[src/rtl/id_stage_pipe.sv]
// rtl/id_stage_pipe.sv - MIPS decode stage with EX/MEM forwarding, load-use stall and ID/EX register
module id_stage_pipe #(
   parameter int DATA_W   = 32,
   parameter int RADDR_W  = 5,
   parameter int ALUOP_W  = 8,
   parameter int ALUSEL_W = 3,
   parameter int STALL_W  = 16
) (
   input  logic                clk,
   input  logic                rst_n,
   input  logic                if_valid_in,
   input  logic [31:0]         inst_in,
   output logic                id_ready_out,
   output logic [RADDR_W-1:0]  rf_rd_addr1,
   output logic [RADDR_W-1:0]  rf_rd_addr2,
   output logic                rf_rd_en1,
   output logic                rf_rd_en2,
   input  logic [DATA_W-1:0]   rf_rd_data1,
   input  logic [DATA_W-1:0]   rf_rd_data2,
   input  logic                ex_fwd_en,
   input  logic [RADDR_W-1:0]  ex_fwd_addr,
   input  logic [DATA_W-1:0]   ex_fwd_data,
   input  logic                mem_fwd_en,
   input  logic [RADDR_W-1:0]  mem_fwd_addr,
   input  logic [DATA_W-1:0]   mem_fwd_data,
   input  logic                ex_ready_in,
   output logic                idex_valid,
   output logic [ALUOP_W-1:0]  idex_aluop,
   output logic [ALUSEL_W-1:0] idex_alusel,
   output logic [DATA_W-1:0]   idex_op1,
   output logic [DATA_W-1:0]   idex_op2,
   output logic [RADDR_W-1:0]  idex_wr_addr,
   output logic                idex_wr_en,
   output logic                idex_invalid,
   output logic [STALL_W-1:0]  stall_cnt
);

   localparam logic [ALUOP_W-1:0] ALU_NOP = ALUOP_W'(0);
   localparam logic [ALUOP_W-1:0] ALU_OR  = ALUOP_W'(1);
   localparam logic [ALUOP_W-1:0] ALU_AND = ALUOP_W'(2);
   localparam logic [ALUOP_W-1:0] ALU_XOR = ALUOP_W'(3);
   localparam logic [ALUOP_W-1:0] ALU_NOR = ALUOP_W'(4);
   localparam logic [ALUOP_W-1:0] ALU_SLL = ALUOP_W'(5);
   localparam logic [ALUOP_W-1:0] ALU_SRL = ALUOP_W'(6);
   localparam logic [ALUOP_W-1:0] ALU_SRA = ALUOP_W'(7);
   localparam logic [ALUOP_W-1:0] ALU_ADD = ALUOP_W'(8);

   localparam logic [ALUSEL_W-1:0] SEL_NOP   = ALUSEL_W'(0);
   localparam logic [ALUSEL_W-1:0] SEL_LOGIC = ALUSEL_W'(1);
   localparam logic [ALUSEL_W-1:0] SEL_SHIFT = ALUSEL_W'(2);
   localparam logic [ALUSEL_W-1:0] SEL_LOAD  = ALUSEL_W'(3);

   localparam logic [5:0] OPC_RTYPE = 6'h00;
   localparam logic [5:0] OPC_ANDI  = 6'h0C;
   localparam logic [5:0] OPC_ORI   = 6'h0D;
   localparam logic [5:0] OPC_XORI  = 6'h0E;
   localparam logic [5:0] OPC_LUI   = 6'h0F;
   localparam logic [5:0] OPC_LW    = 6'h23;

   localparam logic [5:0] FN_SLL = 6'h00;
   localparam logic [5:0] FN_SRL = 6'h02;
   localparam logic [5:0] FN_SRA = 6'h03;
   localparam logic [5:0] FN_AND = 6'h24;
   localparam logic [5:0] FN_OR  = 6'h25;
   localparam logic [5:0] FN_XOR = 6'h26;
   localparam logic [5:0] FN_NOR = 6'h27;

   logic [5:0]          opcode;
   logic [5:0]          funct;
   logic [RADDR_W-1:0]  rs;
   logic [RADDR_W-1:0]  rt;
   logic [RADDR_W-1:0]  rd;
   logic [4:0]          shamt;
   logic [15:0]         imm;

   logic [ALUOP_W-1:0]  dec_aluop;
   logic [ALUSEL_W-1:0] dec_alusel;
   logic [RADDR_W-1:0]  dec_wr_addr;
   logic                dec_writes;
   logic                dec_wr_en;
   logic                dec_invalid;
   logic                dec_rd_en1;
   logic                dec_rd_en2;
   logic [DATA_W-1:0]   dec_imm1;
   logic [DATA_W-1:0]   dec_imm2;
   logic [DATA_W-1:0]   dec_op1;
   logic [DATA_W-1:0]   dec_op2;

   logic                advance;
   logic                hazard;
   logic                hit1;
   logic                hit2;

   assign opcode = inst_in[31:26];
   assign funct  = inst_in[5:0];
   assign rs     = RADDR_W'(inst_in[25:21]);
   assign rt     = RADDR_W'(inst_in[20:16]);
   assign rd     = RADDR_W'(inst_in[15:11]);
   assign shamt  = inst_in[10:6];
   assign imm    = inst_in[15:0];

   always_comb begin
      dec_aluop   = ALU_NOP;
      dec_alusel  = SEL_NOP;
      dec_wr_addr = '0;
      dec_writes  = 1'b0;
      dec_invalid = 1'b0;
      dec_rd_en1  = 1'b0;
      dec_rd_en2  = 1'b0;
      dec_imm1    = '0;
      dec_imm2    = '0;
      case (opcode)
         OPC_ORI, OPC_ANDI, OPC_XORI: begin
            dec_aluop   = (opcode == OPC_ORI)  ? ALU_OR :
                          (opcode == OPC_ANDI) ? ALU_AND : ALU_XOR;
            dec_alusel  = SEL_LOGIC;
            dec_rd_en1  = 1'b1;
            dec_imm2    = DATA_W'(imm);
            dec_wr_addr = rt;
            dec_writes  = 1'b1;
         end
         OPC_LUI: begin
            dec_aluop   = ALU_OR;
            dec_alusel  = SEL_LOGIC;
            dec_imm2    = DATA_W'({imm, 16'h0000});
            dec_wr_addr = rt;
            dec_writes  = 1'b1;
         end
         OPC_LW: begin
            dec_aluop   = ALU_ADD;
            dec_alusel  = SEL_LOAD;
            dec_rd_en1  = 1'b1;
            dec_imm2    = DATA_W'($signed(imm));
            dec_wr_addr = rt;
            dec_writes  = 1'b1;
         end
         OPC_RTYPE: begin
            case (funct)
               FN_OR, FN_AND, FN_XOR, FN_NOR: begin
                  dec_aluop   = (funct == FN_OR)  ? ALU_OR  :
                                (funct == FN_AND) ? ALU_AND :
                                (funct == FN_XOR) ? ALU_XOR : ALU_NOR;
                  dec_alusel  = SEL_LOGIC;
                  dec_rd_en1  = 1'b1;
                  dec_rd_en2  = 1'b1;
                  dec_wr_addr = rd;
                  dec_writes  = 1'b1;
               end
               FN_SLL, FN_SRL, FN_SRA: begin
                  dec_aluop   = (funct == FN_SLL) ? ALU_SLL :
                                (funct == FN_SRL) ? ALU_SRL : ALU_SRA;
                  dec_alusel  = SEL_SHIFT;
                  dec_rd_en2  = 1'b1;
                  dec_imm1    = DATA_W'(shamt);
                  dec_wr_addr = rd;
                  dec_writes  = 1'b1;
               end
               default: dec_invalid = 1'b1;
            endcase
         end
         default: dec_invalid = 1'b1;
      endcase
   end

   // Writes to $0 are architecturally discarded, so never advertise them downstream.
   assign dec_wr_en = dec_writes && (dec_wr_addr != '0);

   assign rf_rd_addr1 = rs;
   assign rf_rd_addr2 = rt;
   assign rf_rd_en1   = dec_rd_en1;
   assign rf_rd_en2   = dec_rd_en2;

   function automatic logic [DATA_W-1:0] resolve(
      input logic                en,
      input logic [RADDR_W-1:0]  addr,
      input logic [DATA_W-1:0]   rf_data,
      input logic [DATA_W-1:0]   imm_val,
      input logic                ex_en,
      input logic [RADDR_W-1:0]  ex_addr,
      input logic [DATA_W-1:0]   ex_data,
      input logic                mem_en,
      input logic [RADDR_W-1:0]  mem_addr,
      input logic [DATA_W-1:0]   mem_data
   );
      if (!en)                             return imm_val;
      else if (addr == '0)                 return '0;
      else if (ex_en && ex_addr == addr)   return ex_data;
      else if (mem_en && mem_addr == addr) return mem_data;
      else                                 return rf_data;
   endfunction

   // The younger EX result takes priority over MEM when both target the same register.
   always_comb begin
      dec_op1 = resolve(dec_rd_en1, rs, rf_rd_data1, dec_imm1,
                        ex_fwd_en, ex_fwd_addr, ex_fwd_data,
                        mem_fwd_en, mem_fwd_addr, mem_fwd_data);
      dec_op2 = resolve(dec_rd_en2, rt, rf_rd_data2, dec_imm2,
                        ex_fwd_en, ex_fwd_addr, ex_fwd_data,
                        mem_fwd_en, mem_fwd_addr, mem_fwd_data);
   end

   assign hit1 = dec_rd_en1 && (rs != '0) && (rs == idex_wr_addr);
   assign hit2 = dec_rd_en2 && (rt != '0) && (rt == idex_wr_addr);

   // Load data only exists after MEM, so a dependent instruction must wait one cycle.
   assign hazard = idex_valid && (idex_alusel == SEL_LOAD) && idex_wr_en &&
                   if_valid_in && (hit1 || hit2);

   assign advance      = !idex_valid || ex_ready_in;
   assign id_ready_out = advance && !hazard;

   always_ff @(posedge clk) begin
      if (!rst_n) begin
         idex_valid   <= 1'b0;
         idex_aluop   <= ALU_NOP;
         idex_alusel  <= SEL_NOP;
         idex_op1     <= '0;
         idex_op2     <= '0;
         idex_wr_addr <= '0;
         idex_wr_en   <= 1'b0;
         idex_invalid <= 1'b0;
         stall_cnt    <= '0;
      end else if (advance) begin
         if (hazard) begin
            idex_valid   <= 1'b0;
            idex_aluop   <= ALU_NOP;
            idex_alusel  <= SEL_NOP;
            idex_op1     <= '0;
            idex_op2     <= '0;
            idex_wr_addr <= '0;
            idex_wr_en   <= 1'b0;
            idex_invalid <= 1'b0;
            if (stall_cnt != '1) begin
               stall_cnt <= stall_cnt + 1'b1;
            end
         end else begin
            idex_valid   <= if_valid_in;
            idex_aluop   <= dec_aluop;
            idex_alusel  <= dec_alusel;
            idex_op1     <= dec_op1;
            idex_op2     <= dec_op2;
            idex_wr_addr <= dec_wr_addr;
            idex_wr_en   <= dec_wr_en;
            idex_invalid <= dec_invalid;
         end
      end
   end

endmodule

[config.mk]
export PLATFORM = sky130hd
export DESIGN_NAME = id_stage_pipe
export DESIGN_NICKNAME = d
export VERILOG_FILES = /design/src/rtl/id_stage_pipe.sv
export SDC_FILE = /design/constraint.sdc
export NUM_CORES = 1
export LEC_CHECK = 0
export CAP_MARGIN = 20
export CORE_MARGIN = 2
export CORE_UTILIZATION = 45
export CTS_CLUSTER_DIAMETER = 100
export DETAILED_ROUTE_END_ITERATION = 10
export PLACE_DENSITY = 0.87
export SLEW_MARGIN = 40
export SYNTH_ARGS = -nofsm -noshare
export SYNTH_HDL_FRONTEND = slang
export SYNTH_SLANG_ARGS = --single-unit
[constraint.sdc]
create_clock -name clk -period 8.85 [get_ports clk]
set_input_delay 2.655 -clock clk [delete_from_list [all_inputs] [get_ports clk]]
set_output_delay 2.655 -clock clk [all_outputs]
set_load 0.005 [all_outputs]
==> results of run 1 <==
[logic make-up (layout without fill, tap and decap cells)]
kind of cell               count (synthesis)  in the layout  share of synthesized area
AOI/OAI and AO/OA                        253            253                      0.280
xor gates and xnor gates                  31             31                     0.0448
and+or+nand+nor                          217            217                      0.187
other                                      1              6                   0.000619
DFF                                       94             94                      0.310
adders and majority gates                  1              1                    0.00206
muxes                                     67             67                      0.111
buffers and inverters                     83            319                     0.0630
[cell type report]
class / instances / share of cell area
Clock buffer: 9 / 0.0241
Inverter: 6 / 0.00241
Clock inverter: 7 / 0.00858
Tap cell: 176 / 0.0236
Sequential cell: 94 / 0.202
Timing Repair Buffer: 297 / 0.324
Antenna cell: 1 / 0.000268
Multi-Input combinational cell: 574 / 0.415
[flip-flops by register name, summed over array words and instances, names as in the netlist]
register and cells:
idex_alusel 2, stall_cnt 16, idex_aluop 4, idex_wr_addr 5, idex_invalid 1, idex_wr_en 1, idex_op2 32, idex_op1 32
idex_valid 1
[layer usage]
| metal | wire length [um] | vias up | global-route usage |
|---|---|---|---|
| li1 | - | 3216 | - |
| met1 | 9730 | 3201 | 0.402 |
| met2 | 11600 | 375 | 0.548 |
| met3 | 2420 | 58 | 0.0913 |
| met4 | 942 | 0 | 0.146 |
| met5 | 0 | - | 0 |
[cell usage after synthesis, types with 17 or more instances]
library cell / instances
and3_1: 17
a22o_1: 27
nor2_1: 70
nand2_1: 36
a211o_1: 22
o21ai_0: 40
dfxtp_1: 94
mux2i_1: 63
nor3_1: 21
clkbuf_1: 49
a22oi_1: 26
a21oi_1: 73
nand3_1: 21
xnor2_1: 20
[power groups by stage]
stage | Clock [mW] | Combinational (mW) | Sequential (mW)
finish | 0.411 | 0.214 | 0.432
global route | 0.431 | 0.227 | 0.432
CTS | 0.414 | 0.212 | 0.432
detailed placement | 0 | 0.210 | 0.442
global placement | 0 | 0.203 | 0.441
floorplan | 0 | 0.0792 | 0.442
[final timing paths]
path                     start           end  slack (ps)  cells past startpoint
setup reg to reg  stall_cnt[0]  stall_cnt[3]        6420                      6
hold reg to reg   idex_op2[31]  idex_op2[31]         450                      2
setup / recovery   inst_in[22]  id_ready_out         850                      9
hold / removal    idex_op2[31]  idex_op2[31]         450                      2
[worst max-delay path: cells and delay by family]
family          cells  cell delay [ps]
buf+inv             3             1270
simple gates        5              980
compound gates      1              430
==> metrics.md, run 1 <==
| Metric | Value |
|---|---|
| Outcome | finished clean |
| Internal power | about 770 uW |
| Area grow syn2layout | 54.0% |
| FP Rows | 42 |
| Number of flops mapped to enable cells by yosys | 0 |
| Largest net degree at the start of global routing | 65 |
| Number of global-route vias before repair | 6373 |
| Synth warn | 0 |
| Worst Setup Slack, final | roughly 850 ps |
| Layout cells sized above 1 | 0.0598 |
| Num CTS Buffers | 9 |
| Most frequent cells in the layout | clkdlybuf4s50_1 (282), dfxtp_1 (94), a21oi_1 (73) |
| Grt ovf | 0 |
| Final setup vio count | 0 |
| Startpoint types | primary input |
| Dominant cell type by area after synthesis | dfxtp_1 |
| Post-CTS Setup Repair Bufs | 0 |
| Seq pwr share | 0.409 |
| Max cap viols | 0 |
| Comb pwr share | 0.203 |
| Actual slew at the worst max-slew pin | between 700 and 800 ps |
| CORE AREA | 13200 sq um |
| Avg Cell Area, Syn | approximately 8.1 sq um |
| Initial antenna violation count | 1 |
| Post-DP HPWL | 18800 um |
| Starting Density | 0.459 |
| Layout Utilization | 0.708 |
| Routed via count | 6850 |
| Seq/Total Area, Yosys | 0.310 |
| Drt first-iter violations | around 530 |
| Clock Tree Buf Depth | 2 |
| Sw frac | 0.270 |
| Hold-fix buffers, CTS | 0 |
| # fillers | 1093 |
| Residual DRC | 0 |
| Cell mode on critical path | nor2_1 |
| Cells after DPL | between 1k and 1.5k |
| Yosys top cell area share | 0.310 |
| Worst slack, placed | ~900 ps |
| Die area | between 10000 and 15000 sq um |
| Switching power | around 290 uW |
| Commonest non-fill, non-tap cell in the layout | clkdlybuf4s50_1 |
| Post-Syn Instances | around 750 |
| H-tree levels | 3 |
| Worst path cell trace | clkdlybuf4s50_1 -> or4_1 -> nor2_1 -> nor3_1 -> a2bb2oi_4 -> buf_16 -> nor2_1 -> nor2_1 -> clkdlybuf4s50_1 |
| Avg WL per Cell | roughly 21 um |
| Pre-Repair DR Iteration Count | 5 |
| Final Non-Filler Cells | ~1.2k |
| Area of the multi-input gates | slightly below 4000 sq um |
| Cell Area, Placed | between 9000 and 10000 sq um |
| CP arrival | around 5300 ps |
| Clock power share | 0.389 |
| Nets | around 1.2k |
| Crit Path Max Fanout | 24 |
| Ports | roughly 290 |
| Clock tree root driver cell | clkbuf_16 |
| CP Class | in -> out |
| RSZ-0062 raised after global routing | false |
| Clock latency on the worst-skew pair | approximately 360 ps |
| Lkg Pwr | 3.28 nW |
| Max Transition Viols Final | 0 |
| Min-Delay Path Class | reg -> reg |
| Area contributors post-synth | dfxtp_1 (31%), mux2i_1 (10%), a21oi_1 (6.0%), nor2_1 (4.3%), a22o_1 (3.9%) |
| Routed Antenna Nets | 0 |
| Fin area | 9330 sq um |
| Synth async-reset ratio | 0 |
| Vias per cell | between 5 and 6 |
| Hold Vio Cnt, Final | 0 |
| Final clock skew | slightly below 7 ps |
| Maximum VDD drop | approximately 0.08 mV |
| GP Congestion | 0.903 |
| Die Y | 120 um |
| Fin crit share | 0.903 |
| Synth unique cells | 57 |
| CTS tree | yes |
| Power Density | between 100 and 150 nW/um^2 |
| Total Power | 1.06 mW |
| Hold slack final | 451 ps |
| Reg clk slew, reported paths | 70 ps |
| Post-Syn Area | slightly above 6000 sq um |
| First-pass GRT wire length | 36500 um |
| CP endpoint kind | output port |
| F_max | 0.125 GHz |
| CP max stage cell | or4_1 |
| CTS sink cnt | between 90 and 100 |
| Final setup TNS | 0 ps |
| PortBufs | 282 |
| Yosys reg bits | 94 |
| Minimum clock period | roughly 8000 ps |
| Worst stage delay on the critical path | between 500 and 600 ps |
| Final WL | approximately 25000 um |
| Worst rel slew slack | 0.486 |
| Ys flop type | dfxtp_1 |
| Overall routing resource usage | 0.332 |
| Post-cts sizing count | 0 |
| Chip width | 120 um |
| Register area | 1880 sq um |
| Required time worst endpoint | between 6000 and 7000 ps |
Power figures use the tool's default switching activity.
==> inputs of run 2 (changes only) <==
--- a/config.mk
+++ b/config.mk
@@ -6,11 +6,14 @@
 export NUM_CORES = 1
 export LEC_CHECK = 0
 export CAP_MARGIN = 20
+export CELL_PAD_IN_SITES_DETAIL_PLACEMENT = 0
+export CELL_PAD_IN_SITES_GLOBAL_PLACEMENT = 1
 export CORE_MARGIN = 2
-export CORE_UTILIZATION = 45
+export CORE_UTILIZATION = 29
 export CTS_CLUSTER_DIAMETER = 100
+export CTS_CLUSTER_SIZE = 14
 export DETAILED_ROUTE_END_ITERATION = 10
-export PLACE_DENSITY = 0.87
+export PLACE_DENSITY_LB_ADDON = 0.1
 export SLEW_MARGIN = 40
 export SYNTH_ARGS = -nofsm -noshare
 export SYNTH_HDL_FRONTEND = slang
==> constraint.sdc (replaced) <==
create_clock -name clk -period 7.5 [get_ports clk]
set_input_delay 2.25 -clock clk [delete_from_list [all_inputs] [get_ports clk]]
set_output_delay 2.25 -clock clk [all_outputs]
set_load 0.005 [all_outputs]
==> run 2 against run 1 <==
Effect of this change: worst hold slack better by 23 ps; utilization decreased by 25 points; final cell count grew 7.8%; sequential power rose by 18%; register-to-register slack got worse by 1500 ps; highest routed layer is now met5.
==> metrics.md, run 2 (synthesis gave the netlist of run 1 again) <==
| Metric | Value |
|---|---|
| Outcome | finished clean |
| Chip width | 149 um (+24%) |
| Vias per cell | 5.19 (-12%) |
| Max Transition Viols Final | 0 (unchanged) |
| Final clock skew | 11.8 ps (+5.06 ps) |
| Clock tree root driver cell | clkbuf_16 |
| Routed Antenna Nets | 0 (unchanged) |
| Post-DP HPWL | 20900 um (+11%) |
| Max cap viols | 0 (unchanged) |
| Min-Delay Path Class | reg -> reg |
| CTS sink cnt | 94 (unchanged) |
| First-pass GRT wire length | 39800 um (+8.8%) |
| Worst rel slew slack | 0.453 (-0.0334) |
| Maximum VDD drop | 0.100 mV (+25%) |
| Power Density | 134 nW/um^2 (+18%) |
| Lkg Pwr | 3.24 nW (-0.96%) |
| Grt ovf | 0 (unchanged) |
| H-tree levels | 3 (unchanged) |
| Layout cells sized above 1 | 0.0579 (-0.00191) |
| CP max stage cell | clkdlybuf4s50_1 |
| R2R setup slack | 4950 ps (-1470 ps) |
| Actual slew at the worst max-slew pin | 818 ps (+49.8 ps) |
| RSZ-0062 raised after global routing | false |
| Post-CTS Setup Repair Bufs | 0 (unchanged) |
| GP Congestion | 0.806 (-11%) |
| Required time worst endpoint | 5250 ps (-950 ps) |
| Commonest non-fill, non-tap cell in the layout | clkdlybuf4s50_1 |
| Clock latency on the worst-skew pair | 350 ps (about the same) |
| Switching power | 341 uW (+19%) |
| Sw frac | 0.273 (+0.00243) |
| Drt first-iter violations | 340 (-36%) |
| Hold-fix buffers, CTS | 0 (unchanged) |
| Routed via count | 6518 (-4.8%) |
| Startpoint types | primary input |
| CORE AREA | 20400 sq um (+54%) |
| Number of global-route vias before repair | 6116 (-4.0%) |
| Die Y | 149 um (+24%) |
| Most frequent cells in the layout | clkdlybuf4s50_1 (282), dfxtp_1 (94), a21oi_1 (73) |
| Comb pwr share | 0.202 (about the same) |
| CP arrival | 4590 ps (-750 ps) |
| Hold Vio Cnt, Final | 0 (unchanged) |
| Area grow syn2layout | 54.4% |
| Num CTS Buffers | 9 (unchanged) |
| PortBufs | 282 (unchanged) |
| Nets | 1157 (-0.17%) |
| CP Class | in -> out |
| Final setup vio count | 0 (unchanged) |
| Worst stage delay on the critical path | 540 ps (-30 ps) |
| Post-cts sizing count | 0 (unchanged) |
| Total Power | 1.25 mW (+18%) |
| CP endpoint kind | output port |
| Avg WL per Cell | 21.8 um (+2.7%) |
| Worst path cell trace | clkdlybuf4s50_1 -> or2_1 -> o21a_1 -> or3b_4 -> a2bb2oi_4 -> nor2_1 -> nor2_1 -> clkdlybuf4s50_1 |
| Internal power | 909 uW (+18%) |
| Largest net degree at the start of global routing | 50 (-23%) |
| Minimum clock period | a little under 7000 ps |
| F_max | about 0.15 GHz |
| Initial antenna violation count | 2 (+1) |
| Clock power share | 0.390 (about the same) |
| Crit-path leading delay family | buffers and inverters |
| Ports | 288 (unchanged) |
| Overall routing resource usage | 0.238 (-0.0939) |
| FP Rows | 52 (+24%) |
| Residual DRC | 0 (unchanged) |
| Final WL | 27300 um (+11%) |
| Pre-Repair DR Iteration Count | 4 (-1) |
| Reg clk slew, reported paths | 80 ps (about the same) |
| ANT cells | 0 (-1) |
| Final setup TNS | 0 ps (unchanged) |
| Crit Path Max Fanout | 6 (-75%) |
| Top Registers | idex_op1 x32, idex_op2 x32, stall_cnt x16 |
| Clock Tree Buf Depth | 2 (unchanged) |
| CTS tree | yes |
| Starting Density | 0.298 (-0.162) |
| Die area | 22100 sq um (+53%) |
| Seq pwr share | 0.408 (about the same) |
| Fin crit share | 0.912 |
| Crit path buffers/inverters | 2 (-1) |
run 2: cell type report:
cell class	count	area [sq um]
inverters	6	22.5
well taps	270	338
repair buffers	295	2920
flip-flops and latches	94	1880
fillers	2047	11000
clock buffers	10	229
clock inverters	6	76.3
multi-input cells	574	3880
run 2: worst register-to-register path: stages (launching register included):
cell	delay, ps
dfxtp_1	360
ha_1	250
and3_1	260
a41oi_1	580
nand2_1	350
or4_1	530
a21oi_1	140
run 2: power by group through the flow:
stage	combinational, mW	clock, mW	sequential, mW
after detailed placement	0.251	0	0.521
after global placement	0.250	0	0.521
final	0.252	0.488	0.509
after floorplan	0.0935	0	0.521
after global routing	0.270	0.518	0.510
after CTS	0.252	0.501	0.509
run 2: metal layers:
metal	track usage	up-vias	share of wire
li1	-	3212	-
met1	0.319	3045	0.45
met2	0.386	228	0.45
met3	0.0623	29	0.080
met4	0.0514	4	0.017
met5	0	-	0.0012
run 2: final timing paths:
kind                startpoint           end  cells past startpoint
setup / recovery    inst_in[2]  id_ready_out                      8
hold / removal    idex_invalid  idex_invalid                      2
setup reg to reg  stall_cnt[0]  stall_cnt[3]                      6
hold reg to reg   idex_invalid  idex_invalid                      2
run 2: through the flow:
stage | cell area [sq um] | hold slack, ps | utilization | std cells | setup slack (ps)
after floorplan | 6080 | 442 | - | 751 | 1350
after CTS | 9350 | 474 | 0.459 | 1255 | 656
after detailed placement | 9040 | 445 | 0.444 | 1239 | 660
final | 9360 | 474 | 0.459 | 1255 | 663
after global placement | 9010 | 445 | 0.442 | 1237 | 670
after global routing | 9360 | 490 | 0.459 | 1255 | 538
==> inputs of run 3 (changes only) <==
--- a/config.mk
+++ b/config.mk
@@ -5,7 +5,7 @@
 export SDC_FILE = /design/constraint.sdc
 export NUM_CORES = 1
 export LEC_CHECK = 0
-export CAP_MARGIN = 20
+export CAP_MARGIN = 15
 export CELL_PAD_IN_SITES_DETAIL_PLACEMENT = 0
 export CELL_PAD_IN_SITES_GLOBAL_PLACEMENT = 1
 export CORE_MARGIN = 2
==> results of run 3 <==
No change in the layout: final DEF, timing and power equal those of run 2.
